<file path="src/rtl/align_shr.sv">
// -----------------------------------------------------------------------------
// align_shr
//
// Multi-cycle right-shift alignment unit for the BFloat16 datapath. An
// operand mantissa (hidden bit included) is shifted right by an exponent
// difference, one power-of-two stage per clock, producing the aligned
// mantissa plus guard, round and sticky bits for the following adder.
// The latency is fixed at L shift cycles whatever the shift amount, which
// keeps the downstream pipeline timing independent of the data.
//
// Parameters
//   W    mantissa width including the hidden bit
//   E_W  width of the shift amount (exponent difference)
//
// Ports
//   clk       in   clock, all state changes on the rising edge
//   reset     in   synchronous active-high reset
//   valid_i   in   input operand valid
//   ready_o   out  unit accepts an operand this cycle (combinational on ready_i)
//   data_i    in   [W-1:0]   mantissa to align
//   shamt_i   in   [E_W-1:0] unsigned right-shift amount
//   valid_o   out  result valid
//   ready_i   in   consumer accepts the result
//   data_o    out  [W-1:0]   aligned mantissa
//   guard_o   out  first bit shifted out below the mantissa LSB
//   round_o   out  second bit shifted out
//   sticky_o  out  OR of every bit shifted out beyond the round position
// -----------------------------------------------------------------------------
module align_shr #(
   parameter int W   = 8,
   parameter int E_W = 8
) (
   input  logic           clk,
   input  logic           reset,
   input  logic           valid_i,
   output logic           ready_o,
   input  logic [W-1:0]   data_i,
   input  logic [E_W-1:0] shamt_i,
   output logic           valid_o,
   input  logic           ready_i,
   output logic [W-1:0]   data_o,
   output logic           guard_o,
   output logic           round_o,
   output logic           sticky_o
);

   // Working width: mantissa followed by guard and round positions.
   localparam int AW  = W + 2;
   // Number of shift stages; the stage amounts 1,2,4,.. sum to at least AW.
   localparam int L   = $clog2(W + 3);
   // Width of the stage counter.
   localparam int K_W = (L > 1) ? $clog2(L) : 1;

   localparam logic [1:0] ST_IDLE  = 2'd0;
   localparam logic [1:0] ST_SHIFT = 2'd1;
   localparam logic [1:0] ST_DONE  = 2'd2;

   logic [1:0]     state_q, state_d;
   logic [K_W-1:0] k_q,     k_d;
   logic [L-1:0]   sh_q,    sh_d;
   logic [AW-1:0]  acc_q,   acc_d;
   logic           stk_q,   stk_d;

   logic [L-1:0]   sh_load;
   logic           load_en;
   logic           last_stage;

   // Per-stage candidate results: acc shifted by 2^gi and the OR of the
   // bits that shift would discard. Only the stage selected by k is used.
   logic [AW-1:0]  stage_acc [L];
   logic [L-1:0]   stage_stk;

   genvar gi;
   generate
      for (gi = 0; gi < L; gi++) begin : g_stage
         localparam int STEP = 1 << gi;
         // A stage can never discard more bits than acc holds.
         localparam int NLOW = (STEP > AW) ? AW : STEP;
         assign stage_acc[gi] = acc_q >> STEP;
         assign stage_stk[gi] = |acc_q[NLOW-1:0];
      end
   endgenerate

   // Any shift of AW or more empties acc into sticky, so it is clamped to
   // AW; the clamped value always fits in L bits.
   always_comb begin
      sh_load = shamt_i[L-1:0];
      if (int'(shamt_i) >= AW) begin
         sh_load = L'(AW);
      end
   end

   assign last_stage = (k_q == K_W'(L - 1));

   // Handshake outputs. ready_o looks through DONE at ready_i so a new
   // operand can be taken in the same cycle the result is handed over.
   assign valid_o = (state_q == ST_DONE);
   assign ready_o = (state_q == ST_IDLE) | ((state_q == ST_DONE) & ready_i);

   always_comb begin
      state_d = state_q;
      k_d     = k_q;
      sh_d    = sh_q;
      acc_d   = acc_q;
      stk_d   = stk_q;
      load_en = 1'b0;

      case (state_q)
         ST_IDLE: begin
            if (valid_i) begin
               load_en = 1'b1;
            end
         end

         ST_SHIFT: begin
            // Every stage consumes its cycle even when its bit of the
            // shift amount is clear, giving a data-independent latency.
            if (sh_q[k_q]) begin
               acc_d = stage_acc[k_q];
               stk_d = stk_q | stage_stk[k_q];
            end
            if (last_stage) begin
               state_d = ST_DONE;
               k_d     = '0;
            end else begin
               k_d     = k_q + K_W'(1);
            end
         end

         ST_DONE: begin
            if (ready_i) begin
               if (valid_i) begin
                  load_en = 1'b1;
               end else begin
                  state_d = ST_IDLE;
               end
            end
         end

         default: begin
            state_d = ST_IDLE;
            k_d     = '0;
         end
      endcase

      if (load_en) begin
         state_d = ST_SHIFT;
         k_d     = '0;
         sh_d    = sh_load;
         acc_d   = {data_i, 2'b00};
         stk_d   = 1'b0;
      end
   end

   always_ff @(posedge clk) begin
      if (reset) begin
         state_q <= ST_IDLE;
         k_q     <= '0;
         sh_q    <= '0;
         acc_q   <= '0;
         stk_q   <= 1'b0;
      end else begin
         state_q <= state_d;
         k_q     <= k_d;
         sh_q    <= sh_d;
         acc_q   <= acc_d;
         stk_q   <= stk_d;
      end
   end

   // Result fields come straight from the working registers; outside DONE
   // they show the in-flight value and are ignored by the consumer.
   assign data_o   = acc_q[AW-1:2];
   assign guard_o  = acc_q[1];
   assign round_o  = acc_q[0];
   assign sticky_o = stk_q;

endmodule

</file>
<file path="config.mk">
export PLATFORM = sky130hd
export DESIGN_NAME = align_shr
export DESIGN_NICKNAME = d
export VERILOG_FILES = /design/src/rtl/align_shr.sv
export SDC_FILE = /design/constraint.sdc
export NUM_CORES = 1
export LEC_CHECK = 0
export CAP_MARGIN = 20
export CORE_UTILIZATION = 48
export CTS_BUF_LIST = sky130_fd_sc_hd__clkbuf_4 sky130_fd_sc_hd__clkbuf_8
export DETAILED_ROUTE_END_ITERATION = 10
export PLACE_DENSITY = 0.93
export SLEW_MARGIN = 20
export SYNTH_ARGS = -nofsm -noshare
export SYNTH_HDL_FRONTEND = slang
export SYNTH_SLANG_ARGS = --single-unit
</file>
<file path="constraint.sdc">
create_clock -name clk -period 1.9 [get_ports clk]
set_input_delay 0.38 -clock clk [delete_from_list [all_inputs] [get_ports clk]]
set_output_delay 0.38 -clock clk [all_outputs]
set_load 0.1 [all_outputs]
</file>
==> metrics <==
status=finished clean; routability cong.=between 0.8 and 0.9; Static Leak=approximately 0.59 nW; Synth Cell Area=~1100 um2; IO buf count=32; Post-synth EDFFs=0; chip height=a little under 50 um; area of the die=about 2400 um2; area occupied by multi-input gates=656 um2; TritonCTS buffer count=3; synthesized area per cell=8.82 um2; worst slew pin tran=0.362 ns; DP HPWL=2220 um; DRC Markers=0; overall routing resource usage=a little over a quarter; clk sink count=19; post-synthesis xor/xnor area fraction=0%; H-Tree Depth=1; CTS-repair resized insts=0; CP max stage delay=0.48 ns; final setup margin=roughly 0.23 ns; fin. max-slew vios=0; fill count=around 160; Post-Synthesis Cells=between 100 and 150; worst-case reg-to-reg path depth=4; CTS Root Cell=clkbuf_4; R2R Setup Slk=~0.23 ns; Setup TNS Final=0 ns; Worst R2R End=acc_q[2]; Top FF cell, synth=dfxtp_1; Place WS=around 0.086 ns; Final Hold Fails=0; number of standard cells in the final layout excluding fillers=184; post-route ant nets=0; critical path peak fanout=7; Inst Count DP=between 150 and 200; core area=about 2000 um2; critical path launch point=state_q[0]; CP required=between 2 and 2.5 ns; total number of vias=1109; library cells used by synthesis=35; dpl cell area=~1600 um2; peak supply drop=about 0.00048 V; Setup crit end kind=flip-flop; Fin Hold WS=approximately 0.47 ns; Hold Buf Count CTS=0; Yosys reg bits=19; CP cell instances=nor3b_4 > a22o_1 > nand2_1 > a311oi_1; clk_skew=just over 0.01 ns; worst skew pair latency=around 0.32 ns; Starting Density=between 50% and 60%; Async SR Flop Fraction=0%; diode count=0; pin count of the biggest net entering global routing=15; Ports=33; reg2reg start=state_q[0]; layout cells sized above 1=a little over a fifth; critical path data arrival time=1.88 ns; relative slew slack=about 75%; sequential share of the synthesized area=a little over a third; final net count=179; hold path cells=2; RSZ-0062 raised after global routing=no; total grt overflow=0; clk slew on worst S/H paths=between 0.1 and 0.15 ns; vias in the first global route=between 1000 and 1500; Final Power=between 0.9 and 1 mW; CTS tree=done; DR vias/cell=roughly 6; post-DR wirelength/cell=between 15 and 20 um; fin area=1590 um2; Setup CP Type=reg2reg; crit path max-delay cell type=dfxtp_1; minimum clock period=between 1.5 and 2 ns; PwrDens=~620 nW/um2; adder-cell share of the synthesized area=around 1.2%; compound-gate portion of the synthesized area=between 20% and 30%; CP Launch Type=flip-flop; Post-Synth Simple-Gate Area=about a quarter; antenna violations before repair=0; Final period util=between 80 and 90%; row cnt=16; Setup Viol. Count Final=0; Layout Utilization=between 70% and 80%; FMAX=600 MHz; Syn. warnings=0; Max-Cap Viols=0; largest family of logic cells by synthesized area=simple AND/OR/NAND/NOR gates; maximum buffer depth of the clock tree=2; drt pass-1 iters=4; sequential cell area=between 300 and 400 um2; Die Wd=~50 um; Syn Nets=~140; hold crit path type=reg2reg; global-route wire length before repair=4810 um; HP Start=sh_q[0]; Hold EP=sh_q[0]; P&R area growth vs syn=47.4%; final WL=~3000 um; 1st-iter DRT viols=35; post-CTS setup repair buffer count=0; fraction of synthesized area in multiplexers=13.5%
==> logic make-up after synthesis <==
| family | count (synthesis) |
|---|---|
| adder cells (fa/ha/maj) | 1 |
| AND/OR/NAND/NOR | 50 |
| buffers and inverters | 9 |
| AO/OA/AOI/OAI | 32 |
| multiplexers | 11 |
| flip-flops | 19 |
==> synth_stat cells (2+ instances only) <==
master	count	area share (%)
a21oi_1	10	4.7
a221o_1	2	1.9
a22oi_1	4	2.8
a311oi_1	3	2.4
clkbuf_1	4	1.4
dfxtp_1	19	35
inv_1	3	1.0
mux2_2	4	4.2
mux2i_1	4	3.7
mux4_2	2	4.2
nand2_1	12	4.2
nand2b_1	3	1.7
nand3_1	5	2.3
nand3b_1	2	1.4
nand4_1	2	1.2
nor2_1	12	4.2
nor2b_1	4	2.3
nor3_1	4	1.9
nor4_1	2	1.2
o211ai_1	2	1.4
o21ai_0	4	1.9
o2bb2ai_1	2	1.6
==> how the worst max path moves through the flow <==
| stage | to | cells past startpoint |
|---|---|---|
| after global placement | acc_q[3] | 6 |
| after CTS | acc_q[2] | 4 |
| after global routing | acc_q[2] | 4 |
| after detailed placement | acc_q[2] | 6 |
| after floorplan | sticky_o | 4 |
| final | acc_q[2] | 4 |
==> critical path: cells and delay by family (launching register included) <==
kind	cells	cell delay (ns)
flip-flops	1	0.48
AO/OA/AOI/OAI	2	0.60
AND/OR/NAND/NOR	2	0.47
==> cell type report <==
cell class	count	area share (%)
repair buffers	37	30.0
clock inverters	1	0.473
well taps	27	2.13
flip-flops and latches	19	24.0
inverters	3	0.710
multi-input cells	94	41.3
clock buffers	3	1.42
==> report_power, final <==
group	total (mW)	leakage, nW	internal [mW]	switching, mW
clock	0.219	0.0139	0.0807	0.138
sequential	0.450	0.155	0.418	0.0326
combinational	0.315	0.425	0.136	0.180
total	0.984	0.595	0.634	0.350
==> routing by layer <==
| metal | up-vias | part of all wire [%] | global-route usage, % |
|---|---|---|---|
| li1 | 529 | - | - |
| met1 | 520 | 39 | 27.8 |
| met2 | 52 | 53 | 48.2 |
| met3 | 8 | 6.1 | 7.17 |
| met4 | 0 | 2.1 | 9.80 |
| met5 | - | 0 | 0 |
==> cells in the final DEF, fill, tap and decap left out, types with 2 or more instances in the layout <==
| cell | synthesis | routed |
|---|---|---|
| nand2b_1 | 3 | 3 |
| o21ai_0 | 4 | 4 |
| nand4_1 | 2 | 2 |
| a21oi_1 | 10 | 10 |
| dfxtp_1 | 19 | 19 |
| mux2i_1 | 4 | 4 |
| nand3_1 | 5 | 5 |
| a311oi_1 | 3 | 3 |
| nand3b_1 | 2 | 2 |
| nor2b_1 | 4 | 3 |
| nand2_1 | 12 | 12 |
| clkbuf_4 | 0 | 3 |
| o2bb2ai_1 | 2 | 2 |
| buf_4 | 1 | 6 |
| a22oi_1 | 4 | 4 |
| nor2_1 | 12 | 11 |
| nor4_1 | 2 | 2 |
| nor3_1 | 4 | 4 |
| mux4_2 | 2 | 2 |
| mux2_2 | 4 | 4 |
| buf_12 | 0 | 12 |
| a221o_1 | 2 | 2 |
| o211ai_1 | 2 | 2 |
| clkdlybuf4s50_1 | 0 | 19 |
| inv_1 | 3 | 3 |
==> state kept, by name, indices dropped and copies added, names as in the netlist <==
register  count
acc_q        10
sh_q          4
k_q           2
state_q       2
sticky_o      1
Power figures use the tool's default switching activity.
